--- src/rtl/vga_timing_gen.sv ---
// ---------------------------------------------------------------------------
// vga_timing_gen
//   Parametrised VGA raster timing generator. A horizontal/vertical counter
//   pair walks the raster in the order sync, back porch, active, front porch.
//   Pixel coordinates and the line/frame strobes are registered one cycle
//   after the counter state. hs/vs/BLANK_n pass through PIX_LAT further
//   stages, so a pixel source with PIX_LAT cycles of latency lines up with
//   them.
//
// Ports
//   vga_clk     in   pixel clock, rising edge
//   reset_n     in   asynchronous active-low reset
//   en          in   run enable; 0 freezes counters and every pipeline stage
//   hs, vs      out  sync outputs, active level HS_POL / VS_POL
//   BLANK_n     out  1 = active video
//   coord_x     out  active column, H_ACTIVE when horizontally outside
//   coord_y     out  active line, V_ACTIVE when vertically outside
//   coord_valid out  both axes inside the active window
//   line_start  out  one-cycle strobe for h_cnt==0
//   frame_start out  one-cycle strobe for h_cnt==0 and v_cnt==0
//   frame_cnt   out  16-bit frame counter (only with VGA_FRAME_CNT_EN)
//
// Optional feature macro: VGA_FRAME_CNT_EN
// ---------------------------------------------------------------------------
module vga_timing_gen #(
  parameter int H_ACTIVE = 640,
  parameter int H_FRONT  = 16,
  parameter int H_SYNC   = 96,
  parameter int H_BACK   = 48,
  parameter int V_ACTIVE = 480,
  parameter int V_FRONT  = 10,
  parameter int V_SYNC   = 2,
  parameter int V_BACK   = 33,
  parameter int HS_POL   = 0,
  parameter int VS_POL   = 0,
  parameter int PIX_LAT  = 0,
  parameter int XW       = 11,
  parameter int YW       = 10
) (
  input  logic          vga_clk,
  input  logic          reset_n,
  input  logic          en,
  output logic          hs,
  output logic          vs,
  output logic          BLANK_n,
  output logic [XW-1:0] coord_x,
  output logic [YW-1:0] coord_y,
  output logic          coord_valid,
  output logic          line_start,
  output logic          frame_start
`ifdef VGA_FRAME_CNT_EN
  ,
  output logic [15:0]   frame_cnt
`endif
);

  localparam int H_TOTAL = H_SYNC + H_BACK + H_ACTIVE + H_FRONT;
  localparam int V_TOTAL = V_SYNC + V_BACK + V_ACTIVE + V_FRONT;
  localparam int H_START = H_SYNC + H_BACK;
  localparam int H_END   = H_START + H_ACTIVE;
  localparam int V_START = V_SYNC + V_BACK;
  localparam int V_END   = V_START + V_ACTIVE;
  localparam int HCW     = 12;
  localparam int VCW     = (V_TOTAL > 2) ? $clog2(V_TOTAL) : 1;
  localparam logic HS_ON = (HS_POL != 0);
  localparam logic VS_ON = (VS_POL != 0);

  if (H_TOTAL > 4096 || PIX_LAT > 15 || PIX_LAT < 0) begin : g_bad_params
    $error("vga_timing_gen: H_TOTAL must be <= 4096 and PIX_LAT within 0..15");
  end

  logic [HCW-1:0]     r_h_cnt;
  logic [VCW-1:0]     r_v_cnt;
  logic [31:0]        w_h_pos;
  logic [31:0]        w_v_pos;
  logic               w_h_last;
  logic               w_v_last;
  logic               w_h_act;
  logic               w_v_act;
  logic               w_hs;
  logic               w_vs;
  logic [XW-1:0]      w_x;
  logic [YW-1:0]      w_y;
  logic [XW-1:0]      r_coord_x;
  logic [YW-1:0]      r_coord_y;
  logic               r_coord_valid;
  logic               r_line_start;
  logic               r_frame_start;
  logic [PIX_LAT:0]   r_hs_pipe;
  logic [PIX_LAT:0]   r_vs_pipe;
  logic [PIX_LAT:0]   r_blank_pipe;

  // Region decode is done in 32 bits so an active window ending exactly at
  // the counter's range limit cannot wrap.
  assign w_h_pos  = 32'(r_h_cnt);
  assign w_v_pos  = 32'(r_v_cnt);
  assign w_h_last = (w_h_pos == 32'(H_TOTAL - 1));
  assign w_v_last = (w_v_pos == 32'(V_TOTAL - 1));
  assign w_h_act  = (w_h_pos >= 32'(H_START)) && (w_h_pos < 32'(H_END));
  assign w_v_act  = (w_v_pos >= 32'(V_START)) && (w_v_pos < 32'(V_END));
  assign w_hs     = (w_h_pos < 32'(H_SYNC)) ? HS_ON : ~HS_ON;
  assign w_vs     = (w_v_pos < 32'(V_SYNC)) ? VS_ON : ~VS_ON;
  assign w_x      = w_h_act ? XW'(w_h_pos - 32'(H_START)) : XW'(H_ACTIVE);
  assign w_y      = w_v_act ? YW'(w_v_pos - 32'(V_START)) : YW'(V_ACTIVE);

  always_ff @(posedge vga_clk or negedge reset_n) begin
    if (!reset_n) begin
      r_h_cnt <= '0;
      r_v_cnt <= '0;
    end else if (en) begin
      if (w_h_last) begin
        r_h_cnt <= '0;
        r_v_cnt <= w_v_last ? '0 : r_v_cnt + 1'b1;
      end else begin
        r_h_cnt <= r_h_cnt + 1'b1;
      end
    end
  end

  // First output stage plus the extra sync/blank delay line; all stages
  // freeze together with the counters.
  always_ff @(posedge vga_clk or negedge reset_n) begin
    if (!reset_n) begin
      r_coord_x     <= XW'(H_ACTIVE);
      r_coord_y     <= YW'(V_ACTIVE);
      r_coord_valid <= 1'b0;
      r_line_start  <= 1'b0;
      r_frame_start <= 1'b0;
      r_hs_pipe     <= {(PIX_LAT+1){~HS_ON}};
      r_vs_pipe     <= {(PIX_LAT+1){~VS_ON}};
      r_blank_pipe  <= '0;
    end else if (en) begin
      r_coord_x       <= w_x;
      r_coord_y       <= w_y;
      r_coord_valid   <= w_h_act && w_v_act;
      r_line_start    <= (r_h_cnt == '0);
      r_frame_start   <= (r_h_cnt == '0) && (r_v_cnt == '0);
      r_hs_pipe[0]    <= w_hs;
      r_vs_pipe[0]    <= w_vs;
      r_blank_pipe[0] <= w_h_act && w_v_act;
      for (int i = 1; i <= PIX_LAT; i++) begin
        r_hs_pipe[i]    <= r_hs_pipe[i-1];
        r_vs_pipe[i]    <= r_vs_pipe[i-1];
        r_blank_pipe[i] <= r_blank_pipe[i-1];
      end
    end
  end

`ifdef VGA_FRAME_CNT_EN
  logic [15:0] r_frame_cnt;

  // Counts on the same edge that loads a high frame_start.
  always_ff @(posedge vga_clk or negedge reset_n) begin
    if (!reset_n) begin
      r_frame_cnt <= '0;
    end else if (en && (r_h_cnt == '0) && (r_v_cnt == '0)) begin
      r_frame_cnt <= r_frame_cnt + 16'd1;
    end
  end

  assign frame_cnt = r_frame_cnt;
`endif

  // Held strobes must not repeat while the raster is frozen.
  assign line_start  = r_line_start & en;
  assign frame_start = r_frame_start & en;
  assign coord_x     = r_coord_x;
  assign coord_y     = r_coord_y;
  assign coord_valid = r_coord_valid;
  assign hs          = r_hs_pipe[PIX_LAT];
  assign vs          = r_vs_pipe[PIX_LAT];
  assign BLANK_n     = r_blank_pipe[PIX_LAT];

endmodule

--- config.mk ---
export PLATFORM = sky130hd
export DESIGN_NAME = vga_timing_gen
export DESIGN_NICKNAME = d
export VERILOG_FILES = /design/src/rtl/vga_timing_gen.sv
export SDC_FILE = /design/constraint.sdc
export NUM_CORES = 1
export LEC_CHECK = 0
export CORE_ASPECT_RATIO = 0.8
export CORE_MARGIN = 1
export CORE_UTILIZATION = 35
export DETAILED_ROUTE_END_ITERATION = 10
export PLACE_DENSITY = 0.63
export SKIP_CTS_REPAIR_TIMING = 1
export SLEW_MARGIN = 30
export SYNTH_ARGS = -nofsm -noshare
export SYNTH_HDL_FRONTEND = slang
export SYNTH_SLANG_ARGS = --single-unit
--- constraint.sdc ---
create_clock -name vga_clk -period 2.65 [get_ports vga_clk]
set_input_delay 0.265 -clock vga_clk [delete_from_list [all_inputs] [get_ports vga_clk]]
set_output_delay 0.265 -clock vga_clk [all_outputs]
set_load 0.03 [all_outputs]
After elaboration in Yosys (flattened, before gate mapping) --
Index checks and enable logic that the tools add are counted.
Storage, ports and cells: flip-flop bits (word level) 48, input bits 3, output and inout port bits 27, logic and storage cells 36
Operators by class: add/sub/neg operators 4, magnitude comparators 6, equal/unequal tests 2, multiplexer cells 6, bitwise logic cells 2, reductions and logical operators 7
Operators by type and width (number):
- 2-to-1 mux 10 bit | 2
- adder 12 x 1 -> 12 bit (second input constant) | 1
- == test 12 x 10 -> 1 bit (second input constant) | 1
- >= comparator 12 x 8 -> 1 bit (second input constant) | 1
- logical NOT 12 bit | 1
- < comparator 12 x 10 -> 1 bit (second input constant) | 1
- < comparator 12 x 7 -> 1 bit (second input constant) | 1
- 2-to-1 mux 12 bit | 1
- 2-to-1 mux 11 bit | 1
- subtractor 11 x 8 -> 11 bit (second input constant) | 1
- adder 10 x 1 -> 10 bit (second input constant) | 1
- == test 10 bit (second input constant) | 1
- >= comparator 10 x 6 -> 1 bit (second input constant) | 1
- logical NOT 10 bit | 1
- < comparator 10 bit (second input constant) | 1
- < comparator 10 x 2 -> 1 bit (second input constant) | 1
- subtractor 10 x 6 -> 10 bit (second input constant) | 1
- logical AND 1 bit | 4
- bitwise AND 1 bit | 2
- 2-to-1 mux 1 bit | 2
- AND reduction 2 bit | 1

Longest topological paths before layout --
word-level depth 3, depth in mapped cells 7, mapped depth without buffers 6

Worst setup path before layout --
OpenSTA, ideal clock, no wires.
path type flip-flop to flip-flop, start register r_h_cnt[6], end register r_v_cnt[9], arrival time 1786 ps, setup slack 788 ps, cell stages (with the launch flop) 6, buffers on the path 1, cell sequence dfrtp_1 > buf_6 > or4_4 > or3_4 > or3_1 > o21ai_1
On the way: word-level cells in the longest chain between the ends 2
Ends and longest elaborated chain:
- start, declared | line 72 | logic [HCW-1:0] r_h_cnt;
- start signal, assigned | line 115 | r_h_cnt <= r_h_cnt + 1'b1;
- == test 12 x 10 -> 1 bit | line 97 | assign w_h_last = (w_h_pos == 32'(H_TOTAL - 1));
- AND reduction 2 bit (no line)
- end signal, assigned | line 113 | r_v_cnt <= w_v_last ? '0 : r_v_cnt + 1'b1;
- end, declared | line 73 | logic [VCW-1:0] r_v_cnt;
Every way passes these cells. A chain may end at the register's enable or synchronous reset.

Worst setup path in the final report --
start register r_v_cnt[1], end register r_coord_y[4] (netlist: coord_y[4])
On the way: word-level cells in the longest chain between the ends 3
Ends and longest elaborated chain:
- >= comparator 10 x 6 -> 1 bit or < comparator 10 bit (tied branches) | line 100 | assign w_v_act = (w_v_pos >= 32'(V_START)) && (w_v_pos < 32'(V_END));
- logical AND 1 bit | line 100
- 2-to-1 mux 10 bit * | line 104 | assign w_y = w_v_act ? YW'(w_v_pos - 32'(V_START)) : YW'(V_ACTIVE);
- end signal, assigned | line 125 | r_coord_y <= YW'(V_ACTIVE);
- end signal, assigned | line 134 | r_coord_y <= w_y;
- end, declared | line 85 | logic [YW-1:0] r_coord_y;
Mark *: on every way between the ends. The rest lies on a longest branch, timed or not.

==> results by group <==
Outcome
  • Status: finished clean

Yosys
  • Synthesized flop and latch total: 48
  • Yosys top cell by area: dfrtp_1
  • Register area share after synthesis: slightly below 50%
  • Post-Syn Instances: between 200 and 300
  • Top-area cell type share of the netlist area: about two fifths
  • Most used DFF post-synth: dfrtp_1
  • Mapped Area: about 2500 um2
  • Simple-Gate Fraction of Synth Area: between 10% and 20%
  • Yosys warns: 0
  • Mux contribution to synthesized area: around 1.3%
  • Unique masters post-synth: 46
  • Syn avg cell area: between 9 and 10 um2
  • Main combinational cell family by area after synthesis: simple AND/OR/NAND/NOR gates
  • Top cells by area, synth: dfrtp_1, dfstp_2, xnor2_1
  • EDFF count, synth: 0
  • FFs w/ async S/R, synth: 100%
  • Synth Area in XOR/XNOR: 7.70%
  • Compound-Gate Fraction of Synth Area: between 10 and 15%
  • Synth Area in Adders: 3.50%
  • Mapped Nets: roughly 270

Global routing
  • Vias in the first global route: roughly 1,800
  • Pin count of the biggest net entering global routing: 24
  • Total GRT Usage: about 16%
  • Initial antenna violation count: 0
  • Grt ovf: 0
  • First-pass GRT wire length: around 9000 um

Cells and area
  • Final core utilization: between 40 and 50%
  • Final Cell Area: 2970 um2
  • Layout fillers: roughly 700
  • Layout cells sized above 1: 10.6%
  • Area of the multi-input gates: ~1200 um2
  • Reg area: ~1200 um2
  • Post-Layout Cell Count: 370
  • Fin nets: about 300
  • Antenna fix cells: 0
  • Area delta synth->final: 18.9%

Detailed routing
  • Vias post-DR: between 1,500 and 2,000
  • Remaining DRCs: 0
  • DRT antenna net count: 0
  • Routed WL: between 5000 and 6000 um
  • Drt wl/cell: between 10 and 15 um
  • DR pass1 iterations: 4
  • Post-DR vias/cell: around 5.2
  • Initial DRC Count: around 110

Pwr
  • Clock power share: a little over a quarter
  • Psw: roughly 0.55 mW
  • Power density cells: just under 600 nW/um2
  • Sw Share: roughly a third
  • Logic gate share of total power: about 22%
  • Final Power: 1.73 mW
  • Leakage power: between 1 and 1.5 nW
  • VDD IR max: approximately 290 uV
  • Pint: roughly 1.2 mW
  • Sequential share of power: between 50% and 60%

Critical path
  • Critical path peak fanout: 9
  • Worst R2R Path Depth: 5
  • Worst setup SP type: register
  • Crit path DAT: about 2.2 ns
  • Crit Path Class: register to register
  • Worst Setup End Kind: register
  • WP data required: between 2 and 3 ns

Timing
  • Slew Limit Fails: 0
  • Slew of the pin with the lowest slew margin: around 0.52 ns
  • Clock Skews: 0.00585 ns
  • Hold Slack: 0.383 ns
  • Post-route minimum period: roughly 2.0 ns
  • F_max: 494 MHz
  • Relative slew slack: 65.1%
  • Final WS setup: 0.625 ns
  • Setup TNS: 0 ns
  • Crit share post-route: between 70% and 80%
  • Final Hold Viols: 0
  • Endpoints failing setup: 0
  • RSZ-0062 raised after global routing: false

Place
  • Pre-CTS setup slack: around 0.56 ns
  • Port-buffer cells: 29
  • Placed cells: 361
  • Post-Place Cell Area: 2870 um2
  • HPWL Detailed: between 4000 and 5000 um
  • GPL Wtd Cong: between 0.8 and 0.9

Die
  • Die Ht: 77.6 um
  • Io pins: 30
  • Die X-Extent: about 97 um
  • Die ar.: 7490 um2
  • Core area: a little under 7000 um2
  • # rows: 27
  • Initial Util: 36.3%

Clock network
  • Root buf cell: clkbuf_8
  • H-tree depth: 2
  • Maximum clock path buffer count: 2
  • Worst skew pair latency: between 0.2 and 0.3 ns
  • CTS tree: built
  • Clk sinks: 48
  • CTS Buf Count: 5
  • Clock slew seen by the registers of the worst setup and hold paths: approximately 0.09 ns

Min path
  • Hold WC Path Type: input port to async pin

Job
  • Maxcap violations: 0
-- power groups by stage --
stage               Combinational (mW)  Clock (mW)  Sequential [mW]
floorplan                        0.286           0            0.896
global placement                 0.388           0            0.908
detailed placement               0.389           0            0.908
CTS                              0.393       0.466            0.894
global route                     0.435       0.498            0.910
finish                           0.388       0.450            0.894
-- layer usage --
metal / global-route usage (%) / routed length, um
met3: 3.63 / 277
met2: 20.8 / 2160
met4: 3.97 / 52
met5: 0 / 0
met1: 26.1 / 3040
-- placed cells by master, fill, tap and decap left out, types with 8 or more instances in the layout --
master and instances:
clkdlybuf4s50_1 28, a31oi_1 10, nand3_1 11, buf_4 9
dfstp_2 8, nor2_1 22, xnor2_1 16, nand2_1 25
a21oi_1 8, inv_1 10, dfrtp_1 40
-- layout make-up --
cell class | instances | share of cell area (%)
tap | 87 | 3.66
timing repair buffer | 39 | 12.2
multi-input combinational | 178 | 39.1
clock buffer | 8 | 3.03
sequential | 48 | 40.7
inverter | 10 | 1.26
-- cell usage after synthesis (2+ instances only) --
| cell | n |
|---|---|
| nand3_1 | 11 |
| a31oi_1 | 10 |
| inv_1 | 10 |
| nor2b_1 | 2 |
| clkbuf_1 | 16 |
| or3_1 | 4 |
| o2bb2ai_1 | 7 |
| nor2_1 | 22 |
| o21ai_0 | 6 |
| and3_1 | 3 |
| nand2_1 | 25 |
| buf_4 | 2 |
| ha_1 | 7 |
| o31ai_1 | 7 |
| nor3b_1 | 3 |
| dfstp_2 | 8 |
| mux2i_1 | 2 |
| xnor2_1 | 16 |
| nor3_1 | 5 |
| a22o_1 | 3 |
| xor2_1 | 6 |
| and4_1 | 2 |
| a21oi_1 | 8 |
| dfrtp_1 | 40 |
| and2_1 | 4 |
| nand4_1 | 7 |
-- path summary, 6_finish.rpt --
path / slack (ns) / end / startpoint
setup / recovery: 0.62 / coord_y[4] / r_v_cnt[1]
hold / removal: 0.38 / coord_y[2] / reset_n
setup reg to reg: 0.62 / coord_y[4] / r_v_cnt[1]
hold reg to reg: 0.49 / coord_y[5] / coord_y[5]
max in group asynchronous: 1.67 / coord_x[2] / reset_n
min in group vga_clk: 0.49 / coord_y[5] / coord_y[5]
-- registers in the layout, indices dropped and copies added, names as in the netlist --
signal and cells:
r_line_start 1, hs 1, r_h_cnt 12, r_frame_start 1, coord_y 10, coord_x 11
vs 1, coord_valid 1, r_v_cnt 10
-- worst max-delay path, cell delays in order, from the launching register on --
cell and delay, ns:
dfrtp_1 0.46, ha_1 0.35, o41ai_2 0.41, a21oi_1 0.16, a31oi_1 0.37, o2bb2ai_1 0.14
-- kinds of logic after synthesis --
| kind of cell | after synthesis |
|---|---|
| fa+ha+maj | 7 |
| compound gates | 51 |
| simple gates | 95 |
| buf+inv | 30 |
| flops | 48 |
| xor+xnor | 22 |
| mux | 3 |
Note: power is estimated with default switching activity, not from simulation.
